File: config.mk
export PLATFORM = sky130hd
export DESIGN_NAME = rosetta_core_dispatcher
export DESIGN_NICKNAME = d
export VERILOG_FILES = /design/src/rtl/rosetta_pkg.sv /design/src/rtl/rosetta_core_slot.sv /design/src/rtl/rosetta_core_dispatcher.sv
export SDC_FILE = /design/constraint.sdc
export NUM_CORES = 1
export LEC_CHECK = 0
export BUFFER_PORTS_ARGS = -buffer_cell sky130_fd_sc_hd__buf_2
export CORE_MARGIN = 2
export CORE_UTILIZATION = 45
export CTS_BUF_LIST = sky130_fd_sc_hd__clkbuf_2 sky130_fd_sc_hd__clkbuf_4 sky130_fd_sc_hd__clkbuf_8
export CTS_CLUSTER_SIZE = 8
export DETAILED_ROUTE_END_ITERATION = 8
export HOLD_SLACK_MARGIN = 0.05
export MAX_ROUTING_LAYER = met4
export PLACE_DENSITY = 0.69
export SLEW_MARGIN = 20
export SYNTH_ARGS = -nofsm -noshare
export SYNTH_HDL_FRONTEND = slang
export SYNTH_HIERARCHICAL = 1
export SYNTH_SLANG_ARGS = --single-unit
File: constraint.sdc
create_clock -name clk -period 4.4 [get_ports clk]
set_input_delay 0.22 -clock clk [delete_from_list [all_inputs] [get_ports clk]]
set_output_delay 0.22 -clock clk [all_outputs]
set_load 0.1 [all_outputs]
File: src/rtl/rosetta_pkg.sv
// rosetta_pkg: shared definitions for the ARTEMIS core dispatcher.
//   core_state_e : per-core FSM state encoding (2 bits).
//   lowest_set() : index of the lowest set bit of a 16-bit mask, used by
//                  both the dispatch selector and the event selector.
package rosetta_pkg;

    typedef enum logic [1:0] {
        ST_IDLE   = 2'd0,
        ST_RESET  = 2'd1,
        ST_WORK   = 2'd2,
        ST_REPORT = 2'd3
    } core_state_e;

    localparam int MAX_CORES = 16;
    localparam int MAX_ID_W  = 4;

    // Returns 0 for an empty mask; callers qualify with their own "any" bit.
    function automatic logic [MAX_ID_W-1:0] lowest_set(input logic [MAX_CORES-1:0] v);
        logic [MAX_ID_W-1:0] idx;
        idx = '0;
        for (int i = MAX_CORES - 1; i >= 0; i--) begin
            if (v[i]) idx = MAX_ID_W'(i);
        end
        return idx;
    endfunction

endpackage

File: src/rtl/rosetta_core_slot.sv
// rosetta_core_slot: state machine for one managed core.
//   clk, rst      : clock, synchronous active-high reset
//   dispatch      : this slot is given a job this cycle (only acted on in IDLE)
//   core_done     : core completion, sampled only in WORK
//   evt_ack       : this slot's completion event was accepted
//   core_rst      : registered core reset, high for RST_CYCLES cycles after dispatch
//   busy          : state != IDLE
//   report        : state == REPORT (event waiting to be captured/accepted)
//   timeout_flag  : 1 when the REPORT was caused by the watchdog
module rosetta_core_slot
    import rosetta_pkg::*;
#(
    parameter int RST_CYCLES = 2,
    parameter int TIMEOUT    = 1024
) (
    input  logic clk,
    input  logic rst,
    input  logic dispatch,
    input  logic core_done,
    input  logic evt_ack,
    output logic core_rst,
    output logic busy,
    output logic report,
    output logic timeout_flag
);

    localparam int RC_W = $clog2(RST_CYCLES + 1);
    localparam int WD_W = (TIMEOUT > 0) ? $clog2(TIMEOUT + 1) : 1;
    localparam logic [RC_W-1:0] RC_LAST = RC_W'(RST_CYCLES - 1);
    localparam logic [WD_W-1:0] WD_LAST = WD_W'((TIMEOUT > 0) ? TIMEOUT - 1 : 0);

    core_state_e     state_q;
    logic [RC_W-1:0] rcnt_q;
    logic [WD_W-1:0] wdog_q;
    logic            tflag_q;
    logic            core_rst_q;

    // Counters are cleared on state entry and the state is left on the
    // terminal count, so neither counter can wrap.
    always_ff @(posedge clk) begin
        if (rst) begin
            state_q    <= ST_IDLE;
            rcnt_q     <= '0;
            wdog_q     <= '0;
            tflag_q    <= 1'b0;
            core_rst_q <= 1'b0;
        end else begin
            case (state_q)
                ST_IDLE: begin
                    if (dispatch) begin
                        state_q    <= ST_RESET;
                        rcnt_q     <= '0;
                        core_rst_q <= 1'b1;
                        tflag_q    <= 1'b0;
                    end
                end
                ST_RESET: begin
                    if (rcnt_q == RC_LAST) begin
                        state_q    <= ST_WORK;
                        wdog_q     <= '0;
                        core_rst_q <= 1'b0;
                    end else begin
                        rcnt_q <= rcnt_q + 1'b1;
                    end
                end
                ST_WORK: begin
                    // done has priority over a same-cycle watchdog expiry
                    if (core_done) begin
                        state_q <= ST_REPORT;
                        tflag_q <= 1'b0;
                    end else if (TIMEOUT != 0 && wdog_q == WD_LAST) begin
                        state_q <= ST_REPORT;
                        tflag_q <= 1'b1;
                    end else if (TIMEOUT != 0) begin
                        wdog_q <= wdog_q + 1'b1;
                    end
                end
                ST_REPORT: begin
                    if (evt_ack) state_q <= ST_IDLE;
                end
                default: state_q <= ST_IDLE;
            endcase
        end
    end

    assign core_rst     = core_rst_q;
    assign busy         = (state_q != ST_IDLE);
    assign report       = (state_q == ST_REPORT);
    assign timeout_flag = tflag_q;

endmodule

File: src/rtl/rosetta_core_dispatcher.sv
// rosetta_core_dispatcher: dispatches jobs to NUM_CORES ARTEMIS cores and
// funnels their completions into a single back-pressured event channel.
//   clk, rst              : clock, synchronous active-high reset
//   start_valid/ready/id  : job request; start_id = lowest-index IDLE core
//   core_rst[NUM_CORES]   : registered per-core reset
//   core_busy[NUM_CORES]  : per-core state != IDLE
//   core_done[NUM_CORES]  : per-core completion (sampled only in WORK)
//   evt_valid/ready       : completion event handshake
//   evt_id, evt_timeout   : reporting core, 1 = watchdog expiry
module rosetta_core_dispatcher
    import rosetta_pkg::*;
#(
    parameter  int NUM_CORES  = 4,
    parameter  int RST_CYCLES = 2,
    parameter  int TIMEOUT    = 1024,
    localparam int ID_W       = (NUM_CORES > 1) ? $clog2(NUM_CORES) : 1
) (
    input  logic                 clk,
    input  logic                 rst,
    input  logic                 start_valid,
    output logic                 start_ready,
    output logic [ID_W-1:0]      start_id,
    output logic [NUM_CORES-1:0] core_rst,
    output logic [NUM_CORES-1:0] core_busy,
    input  logic [NUM_CORES-1:0] core_done,
    output logic                 evt_valid,
    input  logic                 evt_ready,
    output logic [ID_W-1:0]      evt_id,
    output logic                 evt_timeout
);

    logic [NUM_CORES-1:0] busy, report, tflag, dispatch, evt_ack, held;
    logic [MAX_CORES-1:0] idle_ext, pend_ext, tflag_ext;
    logic [MAX_ID_W-1:0]  free_sel, pend_sel;
    logic                 unused_sel_bits;

    logic            evt_valid_q, evt_valid_d;
    logic [ID_W-1:0] evt_id_q, evt_id_d;
    logic            evt_timeout_q, evt_timeout_d;
    logic            evt_hs;

    // Zero-extend per-core masks to the package selector width.
    always_comb begin
        idle_ext  = '0;
        pend_ext  = '0;
        tflag_ext = '0;
        idle_ext[NUM_CORES-1:0]  = ~busy;
        // the core already held in the event register is not pending again
        pend_ext[NUM_CORES-1:0]  = report & ~held;
        tflag_ext[NUM_CORES-1:0] = tflag;
    end

    assign free_sel        = lowest_set(idle_ext);
    assign pend_sel        = lowest_set(pend_ext);
    assign unused_sel_bits = ^{free_sel, pend_sel};

    // Dispatch selection depends on registered state only.
    assign start_ready = |idle_ext;
    assign start_id    = free_sel[ID_W-1:0];

    assign evt_hs = evt_valid_q && evt_ready;

    // Event register: cleared on handshake, and refilled on the same edge
    // when another core is waiting, so events can stream back-to-back.
    always_comb begin
        evt_valid_d   = evt_valid_q;
        evt_id_d      = evt_id_q;
        evt_timeout_d = evt_timeout_q;
        if (evt_hs) begin
            evt_valid_d   = 1'b0;
            evt_id_d      = '0;
            evt_timeout_d = 1'b0;
        end
        if ((!evt_valid_q || evt_hs) && |pend_ext) begin
            evt_valid_d   = 1'b1;
            evt_id_d      = pend_sel[ID_W-1:0];
            evt_timeout_d = tflag_ext[pend_sel];
        end
    end

    always_ff @(posedge clk) begin
        if (rst) begin
            evt_valid_q   <= 1'b0;
            evt_id_q      <= '0;
            evt_timeout_q <= 1'b0;
        end else begin
            evt_valid_q   <= evt_valid_d;
            evt_id_q      <= evt_id_d;
            evt_timeout_q <= evt_timeout_d;
        end
    end

    for (genvar i = 0; i < NUM_CORES; i++) begin : g_slot
        assign held[i]     = evt_valid_q && (evt_id_q == ID_W'(i));
        assign evt_ack[i]  = held[i] && evt_ready;
        assign dispatch[i] = start_valid && !busy[i] && (free_sel == MAX_ID_W'(i));

        rosetta_core_slot #(
            .RST_CYCLES (RST_CYCLES),
            .TIMEOUT    (TIMEOUT)
        ) u_slot (
            .clk          (clk),
            .rst          (rst),
            .dispatch     (dispatch[i]),
            .core_done    (core_done[i]),
            .evt_ack      (evt_ack[i]),
            .core_rst     (core_rst[i]),
            .busy         (busy[i]),
            .report       (report[i]),
            .timeout_flag (tflag[i])
        );
    end

    assign core_busy   = busy;
    assign evt_valid   = evt_valid_q;
    assign evt_id      = evt_id_q;
    assign evt_timeout = evt_timeout_q;

endmodule

==> impl_results.md <==
- Critical path type: reg2reg
- Crit. End Element: register
- CTS tree: done
- Hold-fix buffers, CTS: 0
- Post-layout nets: 614
- Share of layout cells above drive strength 1: 0.144
- Hold slack: 0.261 ns
- Worst setup SP type: register
- Clock tree buffer depth: 2
- Primary FF master, synth: dfxtp_1
- Clock sinks: 72
- Vias in the first global route: 4,026
- Buffers added on ports: 22
- Die height: 107 um
- PostCTS Resize Cnt: 0
- Post-Syn Area: 4770 um2
- Grt total ovfl: 0
- Reg2Reg Setup Slack: 1.72 ns
- Latest clock arrival within the worst-skew pair: 0.36 ns
- Post-DP HPWL: 7740 um
- Average routed wire per standard cell: 14.7 um
- Yosys cell types: 67
- Top area cells in the synthesized netlist: dfxtp_1 (30%), ha_1 (7.4%), o21ai_0 (4.0%)
- Worst Hold Class: in2reg
- #FFs+latches synth: 72
- N_diodes: 0
- R2R cell count: 9
- Reg2reg end: g_slot[2].u_slot/state_q[0]
- Worst Path Max Fanout: 8
- Area Growth Syn to Fin: 6.33%
- WP data required: 4.66 ns
- Asr flop ratio synth: 0
- Most common cell after layout, fill and taps aside: dfxtp_1
- Unrepaired setup endpoints after global routing: no
- R2r startpoint: g_slot[0].u_slot/state_q[1]
- HP Start: evt_ready
- Leak: 1.79 nW
- Hold endpoint: evt_id[0]
- DRC errors left: 0
- DR iter-0 viols: 280
- Worst-path clk slew: 0.07 ns
- Post-Route WL: 10,600 um
- CTS buffer count: 9
- Clock root buffer: clkbuf_8
- First-pass DRT Iterations: 4
- Via density: 5.86
- Yosys top cell area share: 0.302
- Fin. max-slew vios: 0
- Worst Tran Pin Value: 0.673 ns
- Largest area contributor in the netlist: dfxtp_1
- Worst IR Drop VDD: 0.303 mV
- Post-synth EDFFs: 0
- Min Tclk post-route: 2.68 ns
- RePlAce Congestion: 0.871
- Overall routing resource usage: 0.203
- Fin util: 0.491
- Via count: 4,210
- Hold Vio Cnt, Final: 0
- DRT antenna net count: 0
- Most frequent cells in the layout: dfxtp_1 (72), nand2_1 (50), o21ai_0 (38)
- Register area share after synthesis: 0.302
- Chip Width: 107 um
- Average size of a mapped cell: 8.45 um2
- Crit share post-route: 0.608
- Hold depth: 3
- Placed Cells incl. Taps: 703
- H-tree Lvls: 3
- Outcome: finished, final reports clean
- Non-Filler Instances: 719
- Starting Density: 0.462
- Max Fclk: 374 MHz
- IO Count: 23
- Critical Path AT: 2.93 ns
- Setup violations, final: 0
- Power per cell area: 481 nW/um2
- Initial antenna violation count: 0
- Cell row count: 37
- Die footprint: 11,400 um2
- Largest net degree at the start of global routing: 42
- Mapped Cells: 564
- Ys Warns: 6
- First-pass GRT wire length: 18,600 um
- Total power: 0.00244 W
- Max_slew headroom: 0.551
- Worst Skew: 0.00552 ns
- Core area: 10,300 um2
- Synthesized Nets: 600
- Final TNS setup: 0 ns
- Post-CTS setup buffers: 0
- Max_cap viols: 0
- Fillers: 964
==> power breakdown <==
part | total (W) | switching (W) | internal, W
logic | 0.00115 | 0.000832 | 0.000317
registers | 0.000763 | 0.0000569 | 0.000707
clock network | 0.000523 | 0.000245 | 0.000278
==> flip-flops by register name (all words and copies together) (netlist names) <==
register / flops
evt_timeout: 1
g_slot.u_slot/rcnt_q: 8
evt_valid: 1
g_slot.u_slot/state_q: 8
g_slot.u_slot/core_rst: 4
g_slot.u_slot/timeout_flag: 4
evt_id: 2
g_slot.u_slot/wdog_q: 44
==> how the worst max path moves through the flow <==
| stage | start | to | slack [ns] | depth (start not counted) |
|---|---|---|---|---|
| after floorplan | g_slot[2].u_slot/state_q[0] | start_id[0] | 0.51 | 5 |
| after global placement | g_slot[0].u_slot/state_q[0] | g_slot[2].u_slot/state_q[0] | 1.95 | 9 |
| after detailed placement | g_slot[0].u_slot/state_q[0] | g_slot[2].u_slot/state_q[0] | 1.77 | 9 |
| after CTS | g_slot[0].u_slot/state_q[1] | g_slot[2].u_slot/state_q[0] | 1.71 | 9 |
| after global routing | g_slot[0].u_slot/state_q[1] | g_slot[2].u_slot/state_q[0] | 1.44 | 9 |
| final | g_slot[0].u_slot/state_q[1] | g_slot[2].u_slot/state_q[0] | 1.72 | 9 |
==> cells in the mapped netlist (4+ instances only) <==
library cell	instances
buf_6	9
nand2_1	50
dfxtp_1	72
nor2b_1	12
nand3b_1	12
o22ai_1	5
nor2_1	27
nand2b_1	24
mux2i_1	12
o311ai_0	6
o31ai_1	9
o41ai_1	7
and3_1	4
inv_1	34
o21ai_0	38
nor3_1	23
a221oi_1	5
a211oi_1	5
clkbuf_1	6
nand3_1	24
or3_1	8
and2_1	4
a31oi_1	7
mux2_2	11
or4_1	6
o211ai_1	13
or2b_2	4
a21oi_1	29
ha_1	28
==> critical path, stage by stage (launching register included) <==
cell and delay [ns]:
dfxtp_1 0.38, inv_1 0.10, ha_1 0.25, inv_1 0.19, nand2_1 0.11, nor3b_1 0.50, nor2b_1 0.20, nor3_1 0.32
o21ai_0 0.21, a221oi_1 0.31
==> per-stage QoR <==
stage          worst slack (ns)  area [um2]
2_1_floorplan             0.506        4770
3_3_place_gp               1.95        4880
3_5_place_dp               1.77        4880
4_1_cts                    1.71        5070
5_1_grt                    1.44        5070
6_report                   1.72        5070
==> layout make-up <==
type	count	area (um2)	area share
clock inverters	4	45.0	0.00889
flip-flops and latches	72	1440	0.284
inverters	34	128	0.0252
clock buffers	12	146	0.0289
repair buffers	23	118	0.0232
multi-input cells	438	3020	0.596
well taps	136	170	0.0336
==> per-layer routing <==
| metal | up-vias | GRT usage | wire, um |
|---|---|---|---|
| li1 | 2122 | - | - |
| met3 | 15 | 0.0450 | 411 |
| met5 | - | - | 0 |
| met4 | 0 | 0.0770 | 170 |
| met2 | 94 | 0.308 | 4760 |
| met1 | 1979 | 0.265 | 5260 |
==> cells by family after synthesis <==
group                    count (synthesis)  synth area share
AND/OR/NAND/NOR                        242             0.299
adder cells (fa/ha/maj)                 28            0.0735
flip-flops                              72             0.302
buffers and inverters                   54            0.0641
multiplexers                            24            0.0541
AO/OA/AOI/OAI                          144             0.207
Note: power is estimated with default switching activity, not from simulation.
